==> src/rtl/xcvr_mm_arbiter.sv <==
// -----------------------------------------------------------------------------
// xcvr_mm_arbiter
//
// Shares one Avalon-MM agent (the transceiver MM bridge) between two hosts,
// s0 and s1. Burst count is fixed at 1 and at most one transaction is in
// flight at a time. When both hosts request together, the grant goes
// round-robin to the host that was not granted last.
//
// Handshake: a host presents a command by holding sN_read or sN_write high
// with address/data stable. The command is accepted in the single cycle where
// that host's sN_waitrequest is low. On the bridge side the same rule applies
// to m0_read/m0_write against m0_waitrequest. Read data is valid for exactly
// the cycle in which the matching *_readdatavalid is high; *_readdata is zero
// otherwise.
//
// Optional feature macro: XCVR_MM_ARBITER_TIMEOUT_EN
//   Defined   : read-response watchdog. After TIMEOUT_CYCLES response cycles
//               without m0_readdatavalid, the granted host receives
//               32'hDEAD_BEEF (low DATA_WIDTH bits) and timeout_err pulses.
//   Undefined : the arbiter waits for the response indefinitely and
//               timeout_err is tied low.
//
// Parameters
//   DATA_WIDTH     : width of all readdata/writedata ports
//   HDL_ADDR_WIDTH : width of all address ports
//   TIMEOUT_CYCLES : watchdog limit, 1..65535 (used only with the macro)
//
// Ports
//   clk, reset_n                 : clock, asynchronous active-low reset
//   sN_address/read/write/
//     writedata/byteenable       : host N command inputs (N = 0, 1)
//   sN_waitrequest               : host N stall (low only in its accept cycle)
//   sN_readdata/readdatavalid    : host N read response
//   m0_address/writedata/
//     byteenable/read/write      : bridge-side command outputs
//   m0_waitrequest,
//   m0_readdata/readdatavalid    : bridge-side stall and read response
//   timeout_err                  : one-cycle pulse on watchdog expiry
//   dbg_state                    : current FSM state (0 IDLE, 1 CMD, 2 RESP)
// -----------------------------------------------------------------------------
module xcvr_mm_arbiter #(
   parameter int DATA_WIDTH     = 32,
   parameter int HDL_ADDR_WIDTH = 13,
   parameter int TIMEOUT_CYCLES = 1023
) (
   input  logic                      clk,
   input  logic                      reset_n,

   input  logic [HDL_ADDR_WIDTH-1:0] s0_address,
   input  logic                      s0_read,
   input  logic                      s0_write,
   input  logic [DATA_WIDTH-1:0]     s0_writedata,
   input  logic [3:0]                s0_byteenable,
   output logic                      s0_waitrequest,
   output logic [DATA_WIDTH-1:0]     s0_readdata,
   output logic                      s0_readdatavalid,

   input  logic [HDL_ADDR_WIDTH-1:0] s1_address,
   input  logic                      s1_read,
   input  logic                      s1_write,
   input  logic [DATA_WIDTH-1:0]     s1_writedata,
   input  logic [3:0]                s1_byteenable,
   output logic                      s1_waitrequest,
   output logic [DATA_WIDTH-1:0]     s1_readdata,
   output logic                      s1_readdatavalid,

   output logic [HDL_ADDR_WIDTH-1:0] m0_address,
   output logic [DATA_WIDTH-1:0]     m0_writedata,
   output logic [3:0]                m0_byteenable,
   output logic                      m0_read,
   output logic                      m0_write,
   input  logic                      m0_waitrequest,
   input  logic [DATA_WIDTH-1:0]     m0_readdata,
   input  logic                      m0_readdatavalid,

   output logic                      timeout_err,
   output logic [1:0]                dbg_state
);

   typedef enum logic [1:0] {
      IDLE = 2'd0,
      CMD  = 2'd1,
      RESP = 2'd2
   } state_t;

   state_t state;
   state_t state_nxt;

   // The grant register doubles as the round-robin last-grant pointer:
   // it keeps the last winner once the transaction is over.
   // 0 = s0, 1 = s1. Reset value s1 lets s0 win the first contention.
   logic grant;
   logic grant_nxt;

   logic req0;
   logic req1;

   // Granted host's command, muxed once and reused for m0_* and decisions.
   logic [HDL_ADDR_WIDTH-1:0] sel_address;
   logic [DATA_WIDTH-1:0]     sel_writedata;
   logic [3:0]                sel_byteenable;
   logic                      sel_read;
   logic                      sel_write;

   logic                      accept;
   logic                      resp_fire;
   logic [DATA_WIDTH-1:0]     resp_data;

   assign req0 = s0_read | s0_write;
   assign req1 = s1_read | s1_write;

   always_comb begin
      if (grant) begin
         sel_address    = s1_address;
         sel_writedata  = s1_writedata;
         sel_byteenable = s1_byteenable;
         sel_read       = s1_read;
         sel_write      = s1_write;
      end else begin
         sel_address    = s0_address;
         sel_writedata  = s0_writedata;
         sel_byteenable = s0_byteenable;
         sel_read       = s0_read;
         sel_write      = s0_write;
      end
   end

   // --------------------------------------------------------------------------
   // Read-response watchdog
   // --------------------------------------------------------------------------
`ifdef XCVR_MM_ARBITER_TIMEOUT_EN
   localparam logic [DATA_WIDTH-1:0] TIMEOUT_DATA = DATA_WIDTH'(32'hDEAD_BEEF);

   logic [15:0] wd_cnt;
   logic        wd_expired;
   logic        to_fire;

   // Held at zero outside RESP, so it is zero on the first RESP cycle and
   // counts the RESP cycles already spent. Saturates rather than wrapping.
   always_ff @(posedge clk or negedge reset_n) begin
      if (!reset_n) begin
         wd_cnt <= 16'd0;
      end else if (state != RESP) begin
         wd_cnt <= 16'd0;
      end else if (wd_cnt != 16'hFFFF) begin
         wd_cnt <= wd_cnt + 16'd1;
      end
   end

   assign wd_expired  = (wd_cnt == 16'(TIMEOUT_CYCLES));
   assign timeout_err = to_fire;
`else
   assign timeout_err = 1'b0;
`endif

   // --------------------------------------------------------------------------
   // FSM
   // --------------------------------------------------------------------------
   always_ff @(posedge clk or negedge reset_n) begin
      if (!reset_n) begin
         state <= IDLE;
         grant <= 1'b1;
      end else begin
         state <= state_nxt;
         grant <= grant_nxt;
      end
   end

   always_comb begin
      state_nxt = state;
      grant_nxt = grant;
      m0_read   = 1'b0;
      m0_write  = 1'b0;
      accept    = 1'b0;
      resp_fire = 1'b0;
      resp_data = '0;
`ifdef XCVR_MM_ARBITER_TIMEOUT_EN
      to_fire   = 1'b0;
`endif

      case (state)
         IDLE: begin
            if (req0 || req1) begin
               state_nxt = CMD;
               if (req0 && req1) begin
                  grant_nxt = ~grant;
               end else begin
                  grant_nxt = req1;
               end
            end
         end

         CMD: begin
            m0_read  = sel_read;
            m0_write = sel_write;
            if (!m0_waitrequest) begin
               // Command type is taken as presented in the accept cycle; a
               // host that dropped its request here simply completes nothing.
               accept    = 1'b1;
               state_nxt = sel_read ? RESP : IDLE;
            end
         end

         RESP: begin
            // Real data has priority over a watchdog expiry in the same cycle.
            if (m0_readdatavalid) begin
               resp_fire = 1'b1;
               resp_data = m0_readdata;
               state_nxt = IDLE;
            end
`ifdef XCVR_MM_ARBITER_TIMEOUT_EN
            else if (wd_expired) begin
               resp_fire = 1'b1;
               resp_data = TIMEOUT_DATA;
               to_fire   = 1'b1;
               state_nxt = IDLE;
            end
`endif
         end

         default: begin
            state_nxt = IDLE;
         end
      endcase
   end

   // --------------------------------------------------------------------------
   // Outputs
   // --------------------------------------------------------------------------
   assign m0_address     = sel_address;
   assign m0_writedata   = sel_writedata;
   assign m0_byteenable  = sel_byteenable;

   assign s0_waitrequest = !(accept && !grant);
   assign s1_waitrequest = !(accept &&  grant);

   assign s0_readdatavalid = resp_fire && !grant;
   assign s1_readdatavalid = resp_fire &&  grant;
   assign s0_readdata      = s0_readdatavalid ? resp_data : '0;
   assign s1_readdata      = s1_readdatavalid ? resp_data : '0;

   assign dbg_state = state;

   // --------------------------------------------------------------------------
   // Structural invariants
   // --------------------------------------------------------------------------
   a_one_accept : assert property (@(posedge clk) disable iff (!reset_n)
      !(!s0_waitrequest && !s1_waitrequest));

   a_one_resp : assert property (@(posedge clk) disable iff (!reset_n)
      !(s0_readdatavalid && s1_readdatavalid));

   a_cmd_only : assert property (@(posedge clk) disable iff (!reset_n)
      (state != CMD) |-> !(m0_read || m0_write));

   a_resp_only : assert property (@(posedge clk) disable iff (!reset_n)
      (s0_readdatavalid || s1_readdatavalid) |-> (state == RESP));

endmodule

==> config.mk <==
export PLATFORM = sky130hd
export DESIGN_NAME = xcvr_mm_arbiter
export DESIGN_NICKNAME = d
export VERILOG_FILES = /design/src/rtl/xcvr_mm_arbiter.sv
export SDC_FILE = /design/constraint.sdc
export NUM_CORES = 1
export LEC_CHECK = 0
export ABC_AREA = 1
export BUFFER_PORTS_ARGS = -buffer_cell sky130_fd_sc_hd__buf_2
export CAP_MARGIN = 25
export CORE_AREA = 4 4 99 101
export CTS_BUF_LIST = sky130_fd_sc_hd__clkbuf_8
export DETAILED_ROUTE_END_ITERATION = 10
export DIE_AREA = 0 0 103 105
export SLEW_MARGIN = 20
export SYNTH_ARGS = -nofsm -noshare
export SYNTH_HDL_FRONTEND = slang
export SYNTH_SLANG_ARGS = --single-unit
export TNS_END_PERCENT = 1
==> constraint.sdc <==
create_clock -name clk -period 1.1 [get_ports clk]
set_input_delay 0.11 -clock clk [delete_from_list [all_inputs] [get_ports clk]]
set_output_delay 0.11 -clock clk [all_outputs]
set_load 0.05 [all_outputs]
==> impl_metrics.tcl, run 1 <==
set metrics [dict create \
    nFillCells 909 \
    synthSimpleGateAreaFrac 0.717 \
    power.leakage_uw 0.00229 \
    worst-endpoint-arrival_ps 1500 \
    cts_buffer_depth 2 \
    yosysSeqAreaShare 0.0547 \
    maxCapViolCount 0 \
    fmax_mhz 621 \
    start_util 0.155 \
    fin_area_mm2 0.00405 \
    setup_viol 121 \
    synthCells 305 \
    critPathKind "flop to output port" \
    synth_compound_area_frac 0.0108 \
    htree_levels 1 \
    netlist_area_mm2 0.00140 \
    r2r_setup_slack_ps -200 \
    cts.sinks 3 \
    rows 35 \
    cts_setup_buffers 0 \
    synth_nets 443 \
    antenna_found_initial 0 \
    die_w_um 103 \
    fin_util 0.449 \
    layout-drive-gt1-share 0.644 \
    hp-start "m0_waitrequest" \
    min_path_type "primary input to flop" \
    placed_area_mm2 0.00333 \
    layout.nets 707 \
    yosysWarningCount 0 \
    gr-usage-all-layers 0.142 \
    drc 0 \
    drtIter0Drc 49 \
    cts_root_buffer "clkbuf_8" \
    synthXorXnorAreaFrac 0 \
    rsz0062_at_grt "yes" \
    wl_met3_um 792 \
    slew_viol_final 0 \
    muxShareOfSynthArea 0 \
    diodes 0 \
    core_area_mm2 0.00902 \
    dpl.hpwl_um 6840 \
    path_max_fanout 30 \
    peakVddDrop_v 0.00202 \
    fin_skew_ps 2.42 \
    regArea_um2 78.8 \
    drt-vias-per-instance 4.04 \
    wl_met2_um 4960 \
    clkLatencyLatePin_ps 220 \
    hold_depth 3 \
    synth_top_family_by_area "simple AND/OR/NAND/NOR gates" \
    timing.rr.start "grant$_DFFE_PN1P_" \
    wl_met1_um 2680 \
    grt_max_degree 46 \
    grt_pass1_vias 2689 \
    yosys.area_share.adder 0 \
    multiInputGateArea_mm2 0.00145 \
    fin_crit_ps 1610 \
    critPathCaptureType "output port" \
    boundaryPins 260 \
    clk_pin_slew_worst_paths_ps 30 \
    avgRoutedWirePerCell_um 12.6 \
    antenna_left 0 \
    dieArea_mm2 0.0108 \
    gp_congestion 0.808 \
    grt_pass1_wl_um 12500 \
    start_kind "flop" \
    reg2reg_depth 7 \
    min_to "dbg_state[0]$_DFFE_PN0P_" \
    synthToLayoutAreaGrowth_pct 190 \
    synth_seq_cells 3 \
    grt_overflow 0 \
    violations "negative setup slack" \
    rr_endpoint "dbg_state[1]$_DFFE_PN0P_" \
    num_vias 2746 \
    finalPower_uw 8910 \
    cts_made_buffers 3 \
    setup_tns_ps -53100 \
    status "complete, but fails checks" \
    period_share 1.46 \
    tritoncts "yes" \
    highest_layer "met4" \
    firstDrtPassIters 4 \
    hold_viol_final 0 \
    synth_cell_types 17 \
    portBuffers 258 \
    drt_wl_total_um 8550 \
    fp.dieH_um 105 \
    critPathRequiredTime_ps 990 \
    synth_area_per_cell_um2 4.57 \
    setup_ws_ps -511 \
    power_density_mw_per_mm2 2200 \
]
==> power breakdown <==
part           internal, µW  total [µW]  switching [µW]
combinational          2570        8320            5750
clock                   239         328            88.9
sequential              185         259            74.5
==> registers in the layout, summed over array words and instances, names as in the netlist <==
signal	count
dbg_state	2
grant	1
==> worst max path at each step <==
stage / end / slack [ps] / startpoint / cells after the start
final: m0_writedata[24] / -510 / grant$_DFFE_PN1P_ / 4
after global routing: m0_writedata[8] / -570 / grant$_DFFE_PN1P_ / 4
after detailed placement: m0_writedata[24] / -340 / grant$_DFFE_PN1P_ / 4
after floorplan: s0_readdata[10] / -370 / dbg_state[1]$_DFFE_PN0P_ / 5
after global placement: m0_writedata[21] / -330 / grant$_DFFE_PN1P_ / 4
after CTS: m0_read / -540 / grant$_DFFE_PN1P_ / 6
==> layout make-up <==
type / count / area share
Clock buffer: 3 / 0.0102
Sequential cell: 3 / 0.0195
Tap cell: 111 / 0.0343
Clock inverter: 1 / 0.000928
Timing Repair Buffer: 277 / 0.533
Inverter: 44 / 0.0433
Multi-Input combinational cell: 240 / 0.358
==> synth_stat cells, drive strengths merged <==
cell type	instances	area share
nor2	69	0.24
o21ai	2	0.0072
nand2	158	0.43
dfstp	1	0.019
nand3	9	0.050
buf	18	0.095
conb	1	0.0027
dfrtp	2	0.036
inv	44	0.12
a21oi	1	0.0036
==> placed cells by master (no fill, tap or decap), types with 2 or more instances in the layout <==
cell        synthesis  routed
nand3_1             7       4
nand2_1           158     151
nand3_4             2       2
buf_6               6      77
clkinvlp_4          0       2
dfrtp_2             0       2
buf_4               2      22
inv_1              42      41
buf_2              10     158
nor2_2             28       6
nor2_4              1      61
buf_12              0       8
buf_8               0      11
nand2_2             0       7
nor2_1             40       2
clkbuf_8            0       3
nand3_2             0       3
==> critical path, cell delays in order, from the launching register on <==
cell	delay, ps
dfstp_2	600
buf_6	250
nand2_1	90
nand2_1	70
buf_2	250
==> per-stage QoR <==
step | hold slack (ps) | instances | setup slack, ps
5_1_grt | 213 | 679 | -567
2_1_floorplan | -186 | 305 | -367
3_3_place_gp | -92.3 | 674 | -330
3_5_place_dp | -93.2 | 674 | -342
4_1_cts | 190 | 679 | -541
6_report | 192 | 679 | -511
==> metal layers <==
metal,vias to the layer above,track usage
li1,1391,-
met1,1200,0.135
met2,145,0.297
met3,10,0.0287
met4,0,0.0324
met5,-,0
==> repair_timing <==
item,CTS,global route
gates cloned,0,0
setup endpoints to repair,123,122
resized for setup,175,35
pin swaps,1,12
hold endpoints to repair,3,0
hold buffers,1,0
==> logic make-up (layout without fill, tap and decap cells) <==
family                 after synthesis  in the layout
flip-flops                           3              3
AO/OA/AOI/OAI                        3              3
other                                1              1
buffers and inverters               62            325
AND/OR/NAND/NOR                    236            236
No activity file was read; power rests on OpenSTA's default activity.
==> run 2, diff against run 1 <==
Settings changed: CELL_PAD_IN_SITES_DETAIL_PLACEMENT set to 0, CELL_PAD_IN_SITES_GLOBAL_PLACEMENT set to 1, CORE_AREA 4 4 99 101 to 4 4 113 115, DIE_AREA 0 0 103 105 to 0 0 117 119, PLACE_DENSITY set to 0.89.
==> impl_metrics.tcl, run 2 (synthesis gave the netlist of run 1 again) <==
set metrics [dict create \
    status "complete, but fails checks" \
    violations "negative setup slack" \
    drt_wl_total_um 9150 \
    layout_commonest_cell "nand2_1" \
    setup_ws_ps -517 \
    fin_area_mm2 0.00449 \
    grt_max_degree 35 \
    drc 0 \
    maxCapViolCount 0 \
    gp_congestion 0.769 \
    clk_pin_slew_worst_paths_ps 30 \
    antenna_left 0 \
    fmax_mhz 618 \
    power_density_mw_per_mm2 2290 \
    diodes 0 \
    p_clk_frac 0.030 \
    fin_util 0.380 \
    setup_tns_ps -51340 \
    rsz0062_at_grt "yes" \
    htree_levels 1 \
    p_int_uw 3950 \
    grt_pass1_vias 2732 \
    final_cell_mix "nand2_1 (138), buf_2 (137), buf_6 (95), nor2_4 (64), inv_1 (40)" \
    combPwrFrac 0.946 \
    avgRoutedWirePerCell_um 12.7 \
    fin_skew_ps 0.927 \
    regArea_um2 78.8 \
    critPathRequiredTime_ps 990 \
    layout.nets 713 \
    tritoncts "yes" \
    whs_ps 212 \
    sequentialPowerShare 0.024 \
    cts.sinks 3 \
    multiInputGateArea_mm2 0.00151 \
    start_util 0.118 \
    cts_root_buffer "clkbuf_8" \
    finalPower_uw 10300 \
    synthToLayoutAreaGrowth_pct 222 \
    min_path_type "primary input to flop" \
    core_area_mm2 0.0118 \
    nFillCells 1209 \
    clkLatencyLatePin_ps 210 \
    hold_viol_final 0 \
    drtIter0Drc 53 \
    firstDrtPassIters 4 \
    cts_buffer_depth 2 \
    path_max_fanout 26 \
    fin_crit_ps 1620 \
    sw_frac_of_total 0.615 \
    start_kind "flop" \
    setup_viol 121 \
    slew_viol_final 0 \
    critPathKind "flop to output port" \
    peakVddDrop_v 0.00179 \
    num_vias 2761 \
    grt_overflow 0 \
    period_share 1.47 \
    antenna_found_initial 0 \
    drt-vias-per-instance 3.83 \
    boundaryPins 260 \
    grt_pass1_wl_um 12800 \
    gr-usage-all-layers 0.113 \
    power.leakage_uw 0.00242 \
    largest_reg_flops 2 \
    worst-endpoint-arrival_ps 1510 \
    fp.dieH_um 119 \
    cts_made_buffers 3 \
    p_sw_uw 6310 \
    critPathCaptureType "output port" \
    layout-drive-gt1-share 0.672 \
    rows 40 \
    die_w_um 117 \
    dpl.hpwl_um 6800 \
    placed_area_mm2 0.00340 \
    portBuffers 258 \
    dieArea_mm2 0.0139 \
]
-- run 2: cell types whose count changed in the layout (fill, tap and decap cells not counted), moves of 2 or more --
cell | before | now
buf_12 | 8 | 12
buf_2 | 158 | 137
buf_4 | 22 | 14
buf_6 | 77 | 95
buf_8 | 11 | 22
nand2_1 | 151 | 138
nand2_2 | 7 | 19
nand3_2 | 3 | 1
nor2_2 | 6 | 3
nor2_4 | 61 | 64
-- run 2: stage by stage --
step                std cells  worst slack, ps
floorplan                 305             -367
global placement          709             -320
detailed placement        709             -322
CTS                       718             -507
global route              721             -588
finish                    721             -517
-- run 2: per-layer routing --
layer,global-route usage,vias up,share of wire
met1,0.111,1207,0.35
li1,-,1403,-
met4,0.0237,0,0.0059
met3,0.0183,2,0.078
met5,0,-,0
met2,0.237,149,0.57
-- run 2: repair_timing --
item                                    in CTS  in global routing
buffers inserted                             3                  2
endpoints found under the setup margin     123                124
hold buffers                                 1                  0
endpoints found under the hold margin        3                  0
cloned                                       1                  1
pin swaps                                    5                 42
gates resized for setup                    220                 76
-- run 2: worst paths after layout --
path,endpoint,slack [ps],cells after the start,from
max in group asynchronous,grant$_DFFE_PN1P_,650,2,reset_n
max,s1_readdata[1],-520,5,grant$_DFFE_PN1P_
min reg2reg,dbg_state[0]$_DFFE_PN0P_,710,4,dbg_state[1]$_DFFE_PN0P_
max reg2reg,dbg_state[1]$_DFFE_PN0P_,-190,7,grant$_DFFE_PN1P_
min in group asynchronous,dbg_state[1]$_DFFE_PN0P_,250,2,reset_n
min,dbg_state[0]$_DFFE_PN0P_,210,3,m0_waitrequest
-- run 2: critical path: stages (launching register included) --
cell and delay, ps:
dfstp_2 560, buf_4 130, nand3_4 70, buf_12 210, nor2_2 130, buf_6 170
-- run 2: power by group through the flow --
| stage | Combinational [µW] | Sequential (µW) | Clock (µW) |
|---|---|---|---|
| 2_1_floorplan | 5360 | 342 | 0 |
| 3_3_place_gp | 7550 | 258 | 0 |
| 3_5_place_dp | 7520 | 263 | 0 |
| 4_1_cts | 8960 | 235 | 319 |
| 5_1_grt | 10200 | 255 | 350 |
| 6_report | 9710 | 243 | 312 |
-- run 2: area by class of cell --
cell class	instances	share of cell area
clock buffer	3	0.00920
tap	147	0.0410
multi-input combinational	240	0.336
timing repair buffer	283	0.556
sequential	3	0.0176
inverter	44	0.0396
clock inverter	1	0.000836
